**config.mk**
```make
export PLATFORM = sky130hd
export DESIGN_NAME = ccff_bitstream_loader_flat
export DESIGN_NICKNAME = d
export VERILOG_FILES = /design/src/rtl/ccff_bitstream_loader_pkg.sv /design/src/rtl/ccff_bitstream_loader_if.sv /design/src/rtl/ccff_bitstream_loader_shift_unit.sv /design/src/rtl/ccff_bitstream_loader.sv /design/src/flat_wrapper.sv
export SDC_FILE = /design/constraint.sdc
export NUM_CORES = 1
export LEC_CHECK = 0
export BUFFER_PORTS_ARGS = -buffer_cell sky130_fd_sc_hd__buf_2
export CAP_MARGIN = 0
export CELL_PAD_IN_SITES_DETAIL_PLACEMENT = 1
export CELL_PAD_IN_SITES_GLOBAL_PLACEMENT = 2
export CORE_MARGIN = 2
export CORE_UTILIZATION = 34
export DETAILED_ROUTE_END_ITERATION = 12
export GPL_TIMING_DRIVEN = 0
export PLACE_DENSITY_LB_ADDON = 0.1
export SKIP_CTS_REPAIR_TIMING = 1
export SYNTH_ARGS = -nofsm -noshare
export SYNTH_HDL_FRONTEND = slang
export SYNTH_SLANG_ARGS = --single-unit
```
**constraint.sdc**
```tcl
create_clock -name prog_clk -period 2.5 [get_ports prog_clk]
set_clock_uncertainty 0.15 [all_clocks]
set_input_delay 0.25 -clock prog_clk [delete_from_list [all_inputs] [get_ports prog_clk]]
set_output_delay 0.25 -clock prog_clk [all_outputs]
set_load 0.03 [all_outputs]
```
**src/rtl/ccff_bitstream_loader_pkg.sv**
```systemverilog
// Shared types and geometry helper for the configuration-chain loader.
package ccff_loader_pkg;

    typedef enum logic [1:0] {
        ST_IDLE,
        ST_FETCH,
        ST_SHIFT,
        ST_DONE
    } ccff_ld_state_t;

    typedef struct packed {
        int unsigned words;
        int unsigned last_bits;
    } ccff_geom_t;

    // Words per pass, and how many low bits of the final word reach the chain.
    function automatic ccff_geom_t ccff_geom(input int unsigned chain_len, input int unsigned word_w);
        ccff_geom_t g;
        g.words     = (chain_len + word_w - 1) / word_w;
        g.last_bits = chain_len - word_w * (g.words - 1);
        return g;
    endfunction

endpackage

```
**src/rtl/ccff_bitstream_loader_if.sv**
```systemverilog
// Host word handshake into the configuration-chain loader.
interface ccff_bitstream_loader_if #(
    parameter int unsigned WORD_W = 8
);
    logic              word_valid;
    logic [WORD_W-1:0] word_data;
    logic              word_ready;

    modport master (output word_valid, output word_data, input word_ready);
    modport slave  (input word_valid, input word_data, output word_ready);
endinterface

```
**src/rtl/ccff_bitstream_loader_shift_unit.sv**
```systemverilog
// Word shift register with in-word bit counter; head_bit is the registered chain head.
module ccff_shift_unit #(
    parameter int unsigned WORD_W    = 8,
    parameter int unsigned LAST_BITS = WORD_W
) (
    input  logic              prog_clk,
    input  logic              prog_reset,
    input  logic              load,
    input  logic              shift,
    input  logic              last_word,
    input  logic [WORD_W-1:0] load_data,
    output logic              head_bit,
    output logic              last_bit
);
    localparam int unsigned   BW       = $clog2(WORD_W);
    localparam logic [BW-1:0] FULL_IDX = BW'(WORD_W - 1);
    localparam logic [BW-1:0] LAST_IDX = BW'(LAST_BITS - 1);

    logic [WORD_W-1:0] sreg;
    logic [BW-1:0]     bit_idx;

    // A load in the last-bit slot overrides the shift so the next word follows without a bubble.
    always_ff @(posedge prog_clk) begin
        if (prog_reset) begin
            sreg    <= '0;
            bit_idx <= '0;
        end else if (load) begin
            sreg    <= load_data;
            bit_idx <= '0;
        end else if (shift) begin
            sreg    <= {1'b0, sreg[WORD_W-1:1]};
            bit_idx <= bit_idx + 1'b1;
        end
    end

    assign head_bit = sreg[0];
    assign last_bit = (bit_idx == (last_word ? LAST_IDX : FULL_IDX));
endmodule

```
**src/rtl/ccff_bitstream_loader.sv**
```systemverilog
// Configuration-chain head driver: host words serialized LSB-first onto ccff_head.
// Define CCFF_READBACK_EN for a two-pass load with ccff_tail readback compare.
module ccff_bitstream_loader
    import ccff_loader_pkg::*;
#(
    parameter int unsigned CHAIN_LEN = 64,
    parameter int unsigned WORD_W    = 8
) (
    input  logic                    prog_clk,
    input  logic                    prog_reset,
    input  logic                    start,
    ccff_bitstream_loader_if.slave  host,
    output logic                    ccff_head,
    output logic                    ccff_shift_en,
    input  logic                    ccff_tail,
    output logic                    busy,
    output logic                    done,
    output logic                    error
);
`ifdef CCFF_READBACK_EN
    localparam bit READBACK = 1'b1;
`else
    localparam bit READBACK = 1'b0;
`endif

    localparam ccff_geom_t      GEOM       = ccff_geom(CHAIN_LEN, WORD_W);
    localparam int unsigned     LAST_BITS  = GEOM.last_bits;
    localparam int unsigned     TW         = $clog2(CHAIN_LEN + 1);
    localparam logic [TW-1:0]   LAST_START = TW'(CHAIN_LEN - LAST_BITS);

    ccff_ld_state_t state_q, state_d;
    logic [TW-1:0]  total_cnt;
    logic           pass_q;
    logic           error_q;
    logic           shift_en_q;
    logic           ready, load, shift;
    logic           last_bit, last_word, pass_final;

    assign last_word  = (total_cnt >= LAST_START);
    assign pass_final = !READBACK || pass_q;

    ccff_shift_unit #(
        .WORD_W    (WORD_W),
        .LAST_BITS (LAST_BITS)
    ) u_shift (
        .prog_clk   (prog_clk),
        .prog_reset (prog_reset),
        .load       (load),
        .shift      (shift),
        .last_word  (last_word),
        .load_data  (host.word_data),
        .head_bit   (ccff_head),
        .last_bit   (last_bit)
    );

    always_comb begin
        state_d = state_q;
        ready   = 1'b0;
        load    = 1'b0;
        shift   = 1'b0;
        done    = 1'b0;
        case (state_q)
            ST_IDLE: if (start) state_d = ST_FETCH;
            ST_FETCH: begin
                ready = 1'b1;
                if (host.word_valid) begin
                    load    = 1'b1;
                    state_d = ST_SHIFT;
                end
            end
            ST_SHIFT: begin
                shift = 1'b1;
                if (last_bit) begin
                    if (last_word) begin
                        state_d = pass_final ? ST_DONE : ST_FETCH;
                    end else begin
                        ready = 1'b1;
                        if (host.word_valid) load = 1'b1;
                        else                 state_d = ST_FETCH;
                    end
                end
            end
            ST_DONE: begin
                done    = 1'b1;
                state_d = ST_IDLE;
            end
            default: state_d = ST_IDLE;
        endcase
    end

    always_ff @(posedge prog_clk) begin
        if (prog_reset) begin
            state_q    <= ST_IDLE;
            total_cnt  <= '0;
            pass_q     <= 1'b0;
            error_q    <= 1'b0;
            shift_en_q <= 1'b0;
        end else begin
            state_q    <= state_d;
            shift_en_q <= (state_d == ST_SHIFT);
            if (state_q == ST_IDLE && start) begin
                total_cnt <= '0;
                pass_q    <= 1'b0;
                error_q   <= 1'b0;
            end else if (shift) begin
                if (last_bit && last_word && !pass_final) begin
                    total_cnt <= '0;
                    pass_q    <= 1'b1;
                end else begin
                    total_cnt <= total_cnt + 1'b1;
                end
                // Tail shows the previous pass's bit at the same stream position.
                if (READBACK && pass_q && (ccff_tail != ccff_head)) error_q <= 1'b1;
            end
        end
    end

    assign host.word_ready = ready;
    assign ccff_shift_en   = shift_en_q;
    assign busy            = (state_q == ST_FETCH) || (state_q == ST_SHIFT);
    assign error           = error_q;
endmodule
```
**src/flat_wrapper.sv**
```systemverilog
// flat-port wrapper written by rule: the top's interface ports become plain ports
module ccff_bitstream_loader_flat import ccff_loader_pkg::*;
#(
    parameter int unsigned CHAIN_LEN = 64,
    parameter int unsigned WORD_W    = 8
)
  (prog_clk, prog_reset, start, ccff_head, ccff_shift_en, ccff_tail, busy, done, error, host_word_valid, host_word_data, host_word_ready);
  ccff_bitstream_loader_if #(.WORD_W(WORD_W)) host_i ();
  input  logic prog_clk;
  input  logic prog_reset;
  input  logic start;
  output logic ccff_head;
  output logic ccff_shift_en;
  input  logic ccff_tail;
  output logic busy;
  output logic done;
  output logic error;
  input wire logic [$bits(host_i.word_valid)-1:0] host_word_valid;
  input wire logic [$bits(host_i.word_data)-1:0] host_word_data;
  output wire logic [$bits(host_i.word_ready)-1:0] host_word_ready;
  assign host_i.word_valid = host_word_valid;
  assign host_i.word_data = host_word_data;
  assign host_word_ready = host_i.word_ready;
  ccff_bitstream_loader #(.CHAIN_LEN(CHAIN_LEN), .WORD_W(WORD_W)) u_core (.prog_clk(prog_clk), .prog_reset(prog_reset), .start(start), .host(host_i), .ccff_head(ccff_head), .ccff_shift_en(ccff_shift_en), .ccff_tail(ccff_tail), .busy(busy), .done(done), .error(error));
endmodule
```
[After elaboration in Yosys (flattened, before gate mapping)]
Index checks and enable logic that the tools add are counted.
Word-level totals
  output and inout bits: 6
  logic and storage cells: 36
  register bits after elaboration: 21
Operators by class
  add/sub/neg operators: 2
  muxes and demuxes: 17
  reduce and logical (&&, ||, !) cells: 6
  magnitude comparators: 1
  eq/ne operators: 5
Operators by type and width (count)
  $mux W8: 2
  $mux W2: 5
  $pmux W2 S4: 1
  $add A7 B1 Y7 const B: 1
  $ge A7 B6 Y1 const B: 1
  $mux W1: 7
  $eq A2 B2 Y1 const B: 3
  $pmux W1 S2: 2
  $reduce_or A2 Y1: 2
  $add A3 B1 Y3 const B: 1
  $eq A3 B3 Y1 const B: 1
  $eq A2 B1 Y1 const B: 1
  $logic_not A2 Y1: 1
  $reduce_bool A2 Y1: 1
  $logic_and A1 B1 Y1: 1
  $logic_or A1 B1 Y1: 1

[Longest topological paths before layout]
  depth in word-level cells: 5
  gate-level depth with buffers: 8
  mapped depth without buffers: 6

[Hierarchy]
Synthesis repeated with hierarchy kept, for this count alone.
Second synthesis, totals
  cells, all modules: 116
  area, all modules: 1103.6 um^2
By module, submodules not included
  ccff_bitstream_loader: cells each 69, instances 1, area an instance 606.8 um^2
  ccff_shift_unit: cells each 47, instances 1, area an instance 496.7 um^2

[Worst setup path after synthesis]
Ideal clock, no wire load.
  path kind: register to register
  start point: register u_core.state_q[0]
  end point: register u_core.u_shift.sreg[0]
  path slack: 294 ps
  required time: 2234 ps
  clock period less this slack: 2206 ps
  cell stages (with the launch flop): 9
  arrival: 1940 ps
  cells stage by stage: dfxtp_1 > inv_1 > ha_1 > and3_1 > a22o_1 > buf_6 > and2_4 > buf_6 > a31o_1
Between the ends
  word-level cells in the longest chain between the ends: 3
  elaborated cells between the ends (all ways): 6
  classes of those cells: eq/ne: 2; mux: 3; reduce/logical: 1
RTL lines
  start, declared: line ccff_bitstream_loader.sv:31  | ccff_ld_state_t state_q, state_d;
  start signal, assigned: line ccff_bitstream_loader.sv:99  | state_q <= state_d;
  $eq A2 B2 Y1 / $eq A2 B1 Y1 (equally long branches): line ccff_bitstream_loader.sv:62  | case (state_q)
  $pmux W1 S2 / $mux W1 (equally long branches): line ccff_bitstream_loader.sv:62
  $mux W8 / $reduce_bool A2 Y1 (equally long branches)
  end signal, assigned: line ccff_bitstream_loader_shift_unit.sv:28  | sreg <= load_data;
  end signal, assigned: line ccff_bitstream_loader_shift_unit.sv:31  | sreg <= {1'b0, sreg[WORD_W-1:1]};
  end, declared: line ccff_bitstream_loader_shift_unit.sv:19  | logic [WORD_W-1:0] sreg;
Parallel ways exist; a longest one is shown, timed or not.
A chain may end at the register's enable or synchronous reset.

[Final worst setup path]
  start point: register u_core.state_q[0]
  end point: output host_word_ready
Between the ends
  word-level cells in the longest chain between the ends: 2
  elaborated cells between the ends (all ways): 3
  classes of those cells: eq/ne: 2; mux: 1
RTL lines
  $eq A2 B2 Y1 / $eq A2 B1 Y1 (equally long branches): line ccff_bitstream_loader.sv:62
  $pmux W1 S2 *: line ccff_bitstream_loader.sv:62
  end, declared: line flat_wrapper.sv:20  | output wire logic [$bits(host_i.word_ready)-1:0] host_word_ready;
Every way passes the cells marked *; elsewhere a longest branch is shown, timed or not.

==> metrics.txt <==
syn_nets 136; cells after synthesis 114; Final Hold Vio Count 0; cell with the most instances after synthesis dfxtp_1; WP data required 2.10 ns; vias in the first global route 928; synthesized area 1120 um2; wire per inst 13.4 um; CP Max Fanout 10; setup tns final 0 ns; sequential element share of the synthesized area 0.374; fillcell total 375; I/O Buffers 16; Buf+Inv Stages, Crit Path 3; Async SR Flop Fraction 0; post-route insts no fill 178; delay-heaviest family, CP flip-flops; Peak VDD IR 0.000219 V; fmax 436 MHz; routability cong. 0.733; Top-Level Pins 19; clock-pin slew on the worst setup and hold paths 0.12 ns; Vias 903; hold_sp host_word_data[1]; final WL 2390 um; Die Span X 61.5 um; critical path arrival 1.90 ns; Die ar. 3780 um2; worst skew pair latency 0.30 ns; row count 20; slack of the worst reg-to-reg path 0.33 ns; delay of the slowest critical-path stage 0.44 ns; Final Setup Violations 0; HPWL after DPL 1840 um; final instance area 1290 um2; Post-synth top flop dfxtp_1; syn avg cell area 9.87 um2; Total Routing Usage GR 0.152; n_diodes 0; Slew Viols, Final 0; initial antenna violation count 0; ANT nets after route 0; core area 3100 um2; top-area cell type share of the netlist area 0.374; outcome completed; max cap viols 0; post-synth top area cell dfxtp_1; endpoint class of the critical path output pin; TritonRoute pass-1 iters 4; first-pass GRT wire length 4230 um; crit path time final 2.30 ns; H-Tree Depth 1; Leakage 0.000507 uW; slowest CP cell dfxtp_1; Synth area leaders dfxtp_1, ha_1, mux2i_1; DR DRC count 0; #FFs+latches synth 21; Cell variety after synth 32; vias per cell 5.07; CTS Buffer Depth 2; pin count of the biggest net entering global routing 13; synth cell count leaders dfxtp_1, mux2i_1, ha_1; worst hold path class input port to flip-flop; Final Cycle Share 0.918; Chip Height 61.5 um; Root Driver clkbuf_4; starting density of the core 0.363; RSZ-0062 raised after global routing false; WS Path Type flip-flop to output pin; EDFF count, synth 0; crit path launch type flip-flop; clk sink count 21; DP Area 1260 um2; Nets 157; crit path cell chain inv_1 -> ha_1 -> and3_1 -> a22o_1 -> buf_6 -> buf_2; TritonCTS clock tree yes; layout cells sized above 1 0.239; Tightest Pin Transition 0.648 ns; drt initial violations 24; max_slew headroom 0.568; GRT overflow 0; Inst Count DP 174; Syn. warnings 0; Inserted Clock Buffers 3; worst r2r src u_core.state_q[0]$_SDFF_PP0_; Syn-to-layout area delta 14.5%; Worst Setup SP u_core.state_q[0]$_SDFF_PP0_; power per standard cell area 598 nW/um2
==> stage by stage <==
| step | hold slack [ns] | power, uW | setup WS (ns) | utilization |
|---|---|---|---|---|
| final | 0.000457 | 770 | 0.204 | 0.415 |
| after global routing | 0.00200 | 830 | 0.0651 | 0.415 |
| after CTS | -0.0142 | 787 | 0.164 | 0.415 |
| after detailed placement | 0.322 | 612 | 0.319 | 0.406 |
| after global placement | 0.318 | 605 | 0.374 | 0.406 |
| after floorplan | 0.235 | 551 | 0.294 | - |
==> report_power, final <==
group | switching (uW) | leakage, uW | internal [uW]
clock network | 109 | 0.0000177 | 59.7
registers | 18.9 | 0.000170 | 357
logic | 139 | 0.000319 | 86.5
==> placed cells by master (no fill, tap or decap), types with 3 or more instances in the layout <==
master    instances
a31o_1            3
buf_2            18
clkbuf_4          3
dfxtp_1          21
ha_1              9
inv_1             5
mux2i_1          10
nand2_1           6
nand4_1           8
nor2_1            7
nor3_1            3
o21ai_0           6
o31ai_2           4
xor2_1            4
==> cell type report <==
cell class              instances  area, um2  area share
multi-input cells              80        634       0.493
flip-flops and latches         21        420       0.327
repair buffers                 16       80.1      0.0622
well taps                      44       55.1      0.0428
plain buffers                   7       47.5      0.0369
clock buffers                   3       22.5      0.0175
inverters                       6       22.5      0.0175
clock inverters                 1       5.00     0.00389
==> state kept, by name, indices dropped and copies added (netlist names) <==
signal and cells:
u_core.ccff_shift_en 1, u_core.u_shift.sreg 8, u_core.u_shift.bit_idx 3, u_core.state_q 2, u_core.total_cnt 7
==> per-layer routing <==
layer | global-route usage | routed length (um)
met5 | 0 | 0
met1 | 0.197 | 1150
met3 | 0.0189 | 64
met2 | 0.262 | 1160
met4 | 0.0456 | 13
==> worst paths after layout <==
path                                               to  depth (start not counted)
setup / recovery                      host_word_ready                          6
hold / removal    u_core.u_shift.sreg[1]$_SDFFE_PP0P_                          2
setup reg to reg  u_core.u_shift.sreg[0]$_SDFFE_PP0P_                          8
hold reg to reg      u_core.total_cnt[5]$_SDFFE_PP0P_                          2
==> kinds of logic (layout without fill, tap and decap cells) <==
| family | count (synthesis) | in the layout | synth area share |
|---|---|---|---|
| DFF | 21 | 21 | 0.374 |
| AOI/OAI and AO/OA | 23 | 23 | 0.180 |
| and+or+nand+nor | 31 | 31 | 0.145 |
| other | 1 | 1 | 0.00333 |
| buffers and inverters | 13 | 33 | 0.0623 |
| adders and majority gates | 9 | 9 | 0.100 |
| xor gates and xnor gates | 6 | 6 | 0.0467 |
| muxes | 10 | 10 | 0.0890 |
No activity file was read; power rests on OpenSTA's default activity.
